<file path="src/rtl/dds_cfg_master.sv">
// rtl/dds_cfg_master.sv - AXI-style burst master that programs and reads back the DDS register slave
module dds_cfg_master #(
    parameter logic [3:0]  MASTER_ID   = 4'h1,
    parameter logic [31:0] OFFSET_ADDR = 32'h4000_0000
) (
    input  logic        clk,
    input  logic        DDS_SLAVE_RSTN_SYNC,
    input  logic        cmd_valid,
    output logic        cmd_ready,
    input  logic        cmd_wr,
    input  logic [7:0]  cmd_reg,
    input  logic [7:0]  cmd_len,
    input  logic [31:0] wr_data,
    input  logic        wr_data_valid,
    output logic        wr_data_ready,
    output logic [31:0] rd_data,
    output logic        rd_data_valid,
    output logic        rd_data_last,
    output logic        done,
    output logic [1:0]  done_resp,
    output logic [3:0]  M_WR_ADDR_ID,
    output logic [31:0] M_WR_ADDR_ADDR,
    output logic [7:0]  M_WR_ADDR_LEN,
    output logic [1:0]  M_WR_ADDR_BURST,
    output logic        M_WR_ADDR_VALID,
    input  logic        M_WR_ADDR_READY,
    output logic [31:0] M_WR_DATA,
    output logic [3:0]  M_WR_STRB,
    output logic        M_WR_DATA_LAST,
    output logic        M_WR_DATA_VALID,
    input  logic        M_WR_DATA_READY,
    input  logic [3:0]  M_WR_BACK_ID,
    input  logic [1:0]  M_WR_BACK_RESP,
    input  logic        M_WR_BACK_VALID,
    output logic        M_WR_BACK_READY,
    output logic [3:0]  M_RD_ADDR_ID,
    output logic [31:0] M_RD_ADDR_ADDR,
    output logic [7:0]  M_RD_ADDR_LEN,
    output logic [1:0]  M_RD_ADDR_BURST,
    output logic        M_RD_ADDR_VALID,
    input  logic        M_RD_ADDR_READY,
    input  logic [3:0]  M_RD_BACK_ID,
    input  logic [31:0] M_RD_DATA,
    input  logic [1:0]  M_RD_DATA_RESP,
    input  logic        M_RD_DATA_LAST,
    input  logic        M_RD_DATA_VALID,
    output logic        M_RD_DATA_READY
);

    typedef enum logic [2:0] {
        S_IDLE = 3'd0,
        S_WA   = 3'd1,
        S_WD   = 3'd2,
        S_WB   = 3'd3,
        S_RA   = 3'd4,
        S_RD   = 3'd5,
        S_DONE = 3'd6
    } st_t;

    st_t        st_q, st_d;
    logic [7:0] cnt_q, cnt_d;
    logic [1:0] resp_q, resp_d;
    logic [7:0] reg_q, reg_d;
    logic [7:0] len_q, len_d;

    logic cmd_acc, w_hs, b_hs, r_hs, cnt_at_len;
    logic [1:0] r_resp_max;

    assign cmd_acc    = (st_q == S_IDLE) && cmd_valid;
    assign w_hs       = (st_q == S_WD) && wr_data_valid && M_WR_DATA_READY;
    assign b_hs       = (st_q == S_WB) && M_WR_BACK_VALID;
    assign r_hs       = (st_q == S_RD) && M_RD_DATA_VALID;
    assign cnt_at_len = (cnt_q == len_q);
    assign r_resp_max = (M_RD_DATA_RESP > resp_q) ? M_RD_DATA_RESP : resp_q;

    // State and datapath registers; the async reset abandons any burst in flight
    always_ff @(posedge clk or negedge DDS_SLAVE_RSTN_SYNC) begin
        if (!DDS_SLAVE_RSTN_SYNC) begin
            st_q   <= S_IDLE;
            cnt_q  <= 8'd0;
            resp_q <= 2'b00;
            reg_q  <= 8'd0;
            len_q  <= 8'd0;
        end else begin
            st_q   <= st_d;
            cnt_q  <= cnt_d;
            resp_q <= resp_d;
            reg_q  <= reg_d;
            len_q  <= len_d;
        end
    end

    // Next-state: one address phase, then the data phase, then a single DONE cycle
    always_comb begin
        st_d = st_q;
        case (st_q)
            S_IDLE: if (cmd_acc) st_d = cmd_wr ? S_WA : S_RA;
            S_WA:   if (M_WR_ADDR_READY) st_d = S_WD;
            S_WD:   if (w_hs && cnt_at_len) st_d = S_WB;
            S_WB:   if (b_hs) st_d = S_DONE;
            S_RA:   if (M_RD_ADDR_READY) st_d = S_RD;
            S_RD:   if (r_hs && (M_RD_DATA_LAST || cnt_at_len)) st_d = S_DONE;
            S_DONE: st_d = S_IDLE;
            default: st_d = S_IDLE;
        endcase
    end

    // Command latch, beat counter and worst-case response accumulator
    always_comb begin
        cnt_d  = cnt_q;
        resp_d = resp_q;
        reg_d  = reg_q;
        len_d  = len_q;
        if (cmd_acc) begin
            reg_d  = cmd_reg;
            len_d  = cmd_len;
            cnt_d  = 8'd0;
            resp_d = 2'b00;
        end
        if (((st_q == S_WA) && M_WR_ADDR_READY) || ((st_q == S_RA) && M_RD_ADDR_READY)) begin
            cnt_d = 8'd0;
        end
        if (w_hs) begin
            cnt_d = cnt_q + 8'd1;
        end
        if (b_hs) begin
            resp_d = (M_WR_BACK_ID != MASTER_ID) ? 2'b10 : M_WR_BACK_RESP;
        end
        if (r_hs) begin
            cnt_d  = cnt_q + 8'd1;
            resp_d = r_resp_max;
            // A foreign ID or a LAST that disagrees with our own count is a slave error
            if ((M_RD_BACK_ID != MASTER_ID) || (M_RD_DATA_LAST != cnt_at_len)) begin
                resp_d = 2'b10;
            end
        end
    end

    // Bus outputs decoded from state; every valid/ready is gated by its own phase
    always_comb begin
        cmd_ready       = (st_q == S_IDLE) && DDS_SLAVE_RSTN_SYNC;
        M_WR_ADDR_ID    = MASTER_ID;
        M_WR_ADDR_ADDR  = OFFSET_ADDR + {24'b0, reg_q};
        M_WR_ADDR_LEN   = len_q;
        M_WR_ADDR_BURST = (reg_q[3:0] == 4'hA) ? 2'b00 : 2'b01;
        M_WR_ADDR_VALID = (st_q == S_WA);
        M_RD_ADDR_ID    = MASTER_ID;
        M_RD_ADDR_ADDR  = OFFSET_ADDR + {24'b0, reg_q};
        M_RD_ADDR_LEN   = len_q;
        M_RD_ADDR_BURST = (reg_q[3:0] == 4'hA) ? 2'b00 : 2'b01;
        M_RD_ADDR_VALID = (st_q == S_RA);
        M_WR_DATA       = (st_q == S_WD) ? wr_data : 32'd0;
        M_WR_STRB       = 4'hF;
        M_WR_DATA_LAST  = (st_q == S_WD) && cnt_at_len;
        M_WR_DATA_VALID = (st_q == S_WD) && wr_data_valid;
        wr_data_ready   = (st_q == S_WD) && M_WR_DATA_READY;
        M_WR_BACK_READY = (st_q == S_WB);
        M_RD_DATA_READY = (st_q == S_RD);
        rd_data         = M_RD_DATA;
        rd_data_valid   = (st_q == S_RD) && M_RD_DATA_VALID;
        rd_data_last    = r_hs && cnt_at_len;
        done            = (st_q == S_DONE);
        done_resp       = (st_q == S_DONE) ? resp_q : 2'b00;
    end

endmodule

</file>
<file path="config.mk">
export PLATFORM = sky130hd
export DESIGN_NAME = dds_cfg_master
export DESIGN_NICKNAME = d
export VERILOG_FILES = /design/src/rtl/dds_cfg_master.sv
export SDC_FILE = /design/constraint.sdc
export NUM_CORES = 1
export LEC_CHECK = 0
export ABC_AREA = 0
export BUFFER_PORTS_ARGS = -buffer_cell sky130_fd_sc_hd__buf_2
export CAP_MARGIN = 20
export CORE_AREA = 8 8 101 103
export DETAILED_ROUTE_END_ITERATION = 10
export DIE_AREA = 0 0 109 111
export HOLD_SLACK_MARGIN = 0.1
export PLACE_DENSITY_LB_ADDON = 0.25
export REMOVE_ABC_BUFFERS = 1
export SKIP_CTS_REPAIR_TIMING = 1
export SYNTH_ARGS = -nofsm -noshare
export SYNTH_HDL_FRONTEND = slang
export SYNTH_SLANG_ARGS = --single-unit
</file>
<file path="constraint.sdc">
create_clock -name clk -period 3.3 [get_ports clk]
set_input_delay 0.66 -clock clk [delete_from_list [all_inputs] [get_ports clk]]
set_output_delay 0.66 -clock clk [all_outputs]
set_load 0.05 [all_outputs]
</file>
==> flow_metrics.env <==
export IMPL_rsz0062_at_grt="false"
export IMPL_gr_total_overflow=0
export IMPL_r2r_start="cnt_q[2]"
export IMPL_fmax_mhz=364
export IMPL_slowest_delay_ns=0.43
export IMPL_cts_tree="done"
export IMPL_grt_pass1_wl_mm=12.6
export IMPL_wl_met3_mm=1.59
export IMPL_clockBufferDepth=2
export IMPL_synth_area_top_cells="buf_4 (31%), dfrtp_1 (27%), and2_1 (8.8%), mux2_2 (8.0%), xor2_1 (4.2%)"
export IMPL_fin_nets=507
export IMPL_required_ns=3.47
export IMPL_synth_edf_count=0
export IMPL_met1Wirelength_mm=3.29
export IMPL_slowest_stage="dfrtp_1"
export IMPL_die_x_um=109
export IMPL_finalHoldViolCount=0
export IMPL_globalplace_congestion=0.780
export IMPL_ys_types=39
export IMPL_setup_worst_path_end_class="flip-flop"
export IMPL_r2r_slack_ns=0.55
export IMPL_slew_viol_final=0
export IMPL_io_pins=276
export IMPL_wl_met2_mm=3.87
export IMPL_fin_hold_ws_ns=0.460
export IMPL_cp_cell_sequence="xor2_1, nor4_1, nand2_1, ha_1, nor4_1, a21oi_1, nor3b_1, mux2_2"
export IMPL_synth_cells=302
export IMPL_wl_mm=8.93
export IMPL_antenna_found_initial=0
export IMPL_rows=34
export IMPL_slew_headroom_pct=46.6
export IMPL_grt_max_degree=35
export IMPL_path_class="reg -> reg"
export IMPL_drt_iter0_markers=80
export IMPL_async_flop_share_pct=100
export IMPL_insertion_delay_ns=0.28
export IMPL_vias=2169
export IMPL_synth_area_leader_cell="buf_4"
export IMPL_ant_nets=0
export IMPL_drc=0
export IMPL_pre_cts_ws_ns=0.520
export IMPL_p_per_area_nw_per_um2=1120
export IMPL_drt_first_pass_iters=4
export IMPL_path_max_fanout=5
export IMPL_initial_core_util_pct=31.4
export IMPL_clk_pin_slew_ns=0.07
export IMPL_power_uw=3410
export IMPL_crit_start="cnt_q[2]"
export IMPL_critPathArrivalTime_ns=2.91
export IMPL_cap_violations=0
export IMPL_wl_per_cell_um=17.5
export IMPL_worst_pin_slew_ns=0.800
export IMPL_rr_worst_depth=8
export IMPL_final_util_pct=35.6
export IMPL_syn_cell_area_um2=2690
export IMPL_synth_commonest_cells="buf_4 (111), and2_1 (38), dfrtp_1 (29)"
export IMPL_ys_seq_area_share_pct=27.0
export IMPL_critPathCapture="resp_q[1]"
export IMPL_ir_drop_mv=0.835
export IMPL_numCtsBuffers=5
export IMPL_cts_sinks=29
export IMPL_dr_max_layer_used="met5"
export IMPL_track_usage_pct=13.4
export IMPL_area_growth_pct=13.3
export IMPL_start_kind="flip-flop"
export IMPL_p_leak_uw=0.00173
export IMPL_timing_setup_tns_ns=0
export IMPL_finalCritPeriodShare_pct=83.2
export IMPL_run_status="completed"
export IMPL_synthFlopType="dfrtp_1"
export IMPL_cts_root_buf="clkbuf_8"
export IMPL_cts_max_level=2
export IMPL_fin_skew_ns=0.00776
export IMPL_ys_warn_count=0
export IMPL_final_min_clock_period_ns=2.75
export IMPL_setup_viol=0
export IMPL_die_h_um=111
export IMPL_post_synth_top_count_cell="buf_4"
export IMPL_drive_gt1_share_pct=45.6
export IMPL_die_area_um2=12100
export IMPL_hpwl_mm=7.78
export IMPL_critPathMostFrequentCell="nor4_1"
export IMPL_hold_class="in -> async"
export IMPL_n_antenna_cell=0
export IMPL_core_area_um2=8550
export IMPL_ys_ff_latch=29
export IMPL_syn_area_per_cell_um2=8.90
export IMPL_synth_top_area_share_pct=31.0
export IMPL_io_buffers=149
export IMPL_r2r_end="resp_q[1]"
export IMPL_viasPerCell=4.26
export IMPL_grt_pass1_vias=2290
export IMPL_setup_ws_ns=0.553
## stage by stage
step,cell area (um2),cells
after floorplan,2030,242
after global placement,2930,501
after detailed placement,2930,501
after CTS,3050,509
after global routing,3050,509
final,3050,509
## routing by layer
metal / GRT usage (%) / vias to the layer above
met2: 20.7 / 177
met5: 2.68 / -
li1: - / 996
met3: 8.60 / 11
met4: 3.38 / 2
met1: 14.5 / 983
## state kept, by name, summed over array words and instances (netlist names)
name           count
resp_q             2
M_RD_ADDR_LEN      8
cnt_q              8
st_q               3
reg_q              8
## logic make-up after synthesis
kind of cell,after synthesis,share of synthesized area (%)
AOI/OAI and AO/OA,19,4.84
xor gates and xnor gates,14,4.56
adders and majority gates,4,1.86
buffers and inverters,127,33.9
DFF,29,27.0
muxes,20,8.33
other,2,0.279
and+or+nand+nor,87,19.2
## worst min-delay path by stage
stage	startpoint	endpoint	slack, ns	cells after the start
2_1_floorplan	DDS_SLAVE_RSTN_SYNC	M_RD_ADDR_LEN[0]	0.36	0
3_3_place_gp	reg_q[5]	reg_q[5]	0.51	1
3_5_place_dp	resp_q[1]	resp_q[1]	0.52	1
4_1_cts	DDS_SLAVE_RSTN_SYNC	M_RD_ADDR_LEN[5]	0.46	2
5_1_grt	DDS_SLAVE_RSTN_SYNC	M_RD_ADDR_LEN[5]	0.47	2
6_report	DDS_SLAVE_RSTN_SYNC	M_RD_ADDR_LEN[5]	0.46	2
## cell usage in the layout, fill, tap and decap left out, types with 2 or more instances in the layout
cell,synthesis,routed
a21oi_1,4,4
and2_1,38,38
and3_1,2,2
buf_2,2,149
buf_4,111,2
clkbuf_8,0,6
conb_1,2,62
dfrtp_1,29,29
ha_1,4,4
inv_1,7,7
mux2_2,19,19
nand2_1,10,10
nand2b_1,2,2
nand3_1,2,2
nand4_1,3,3
nand4b_1,2,2
nor2_1,10,10
nor2b_1,3,3
nor3b_1,5,5
nor4_1,3,3
o21ai_0,6,6
o22ai_1,2,2
xor2_1,13,13
## power breakdown
part	internal [uW]	total (uW)	switching, uW
Combinational	558	2370	1810
Clock	246	378	132
Sequential	488	668	180
Total	1290	3410	2120
## worst max-delay path: cells and delay by family (launching register included)
kind | cells | cell delay (ns)
compound gates | 1 | 0.12
simple gates | 4 | 1.22
flops | 1 | 0.43
xor+xnor | 1 | 0.18
mux | 1 | 0.38
fa+ha+maj | 1 | 0.30
## layout make-up
| cell class | count | area, um2 |
|---|---|---|
| Timing Repair Buffer | 151 | 761 |
| Clock inverter | 1 | 30.0 |
| Multi-Input combinational cell | 206 | 1280 |
| Fill cell | 928 | 5510 |
| Inverter | 7 | 26.3 |
| Clock buffer | 7 | 86.3 |
| Sequential cell | 29 | 726 |
| Tap cell | 108 | 135 |
Note: power is estimated with default switching activity, not from simulation.
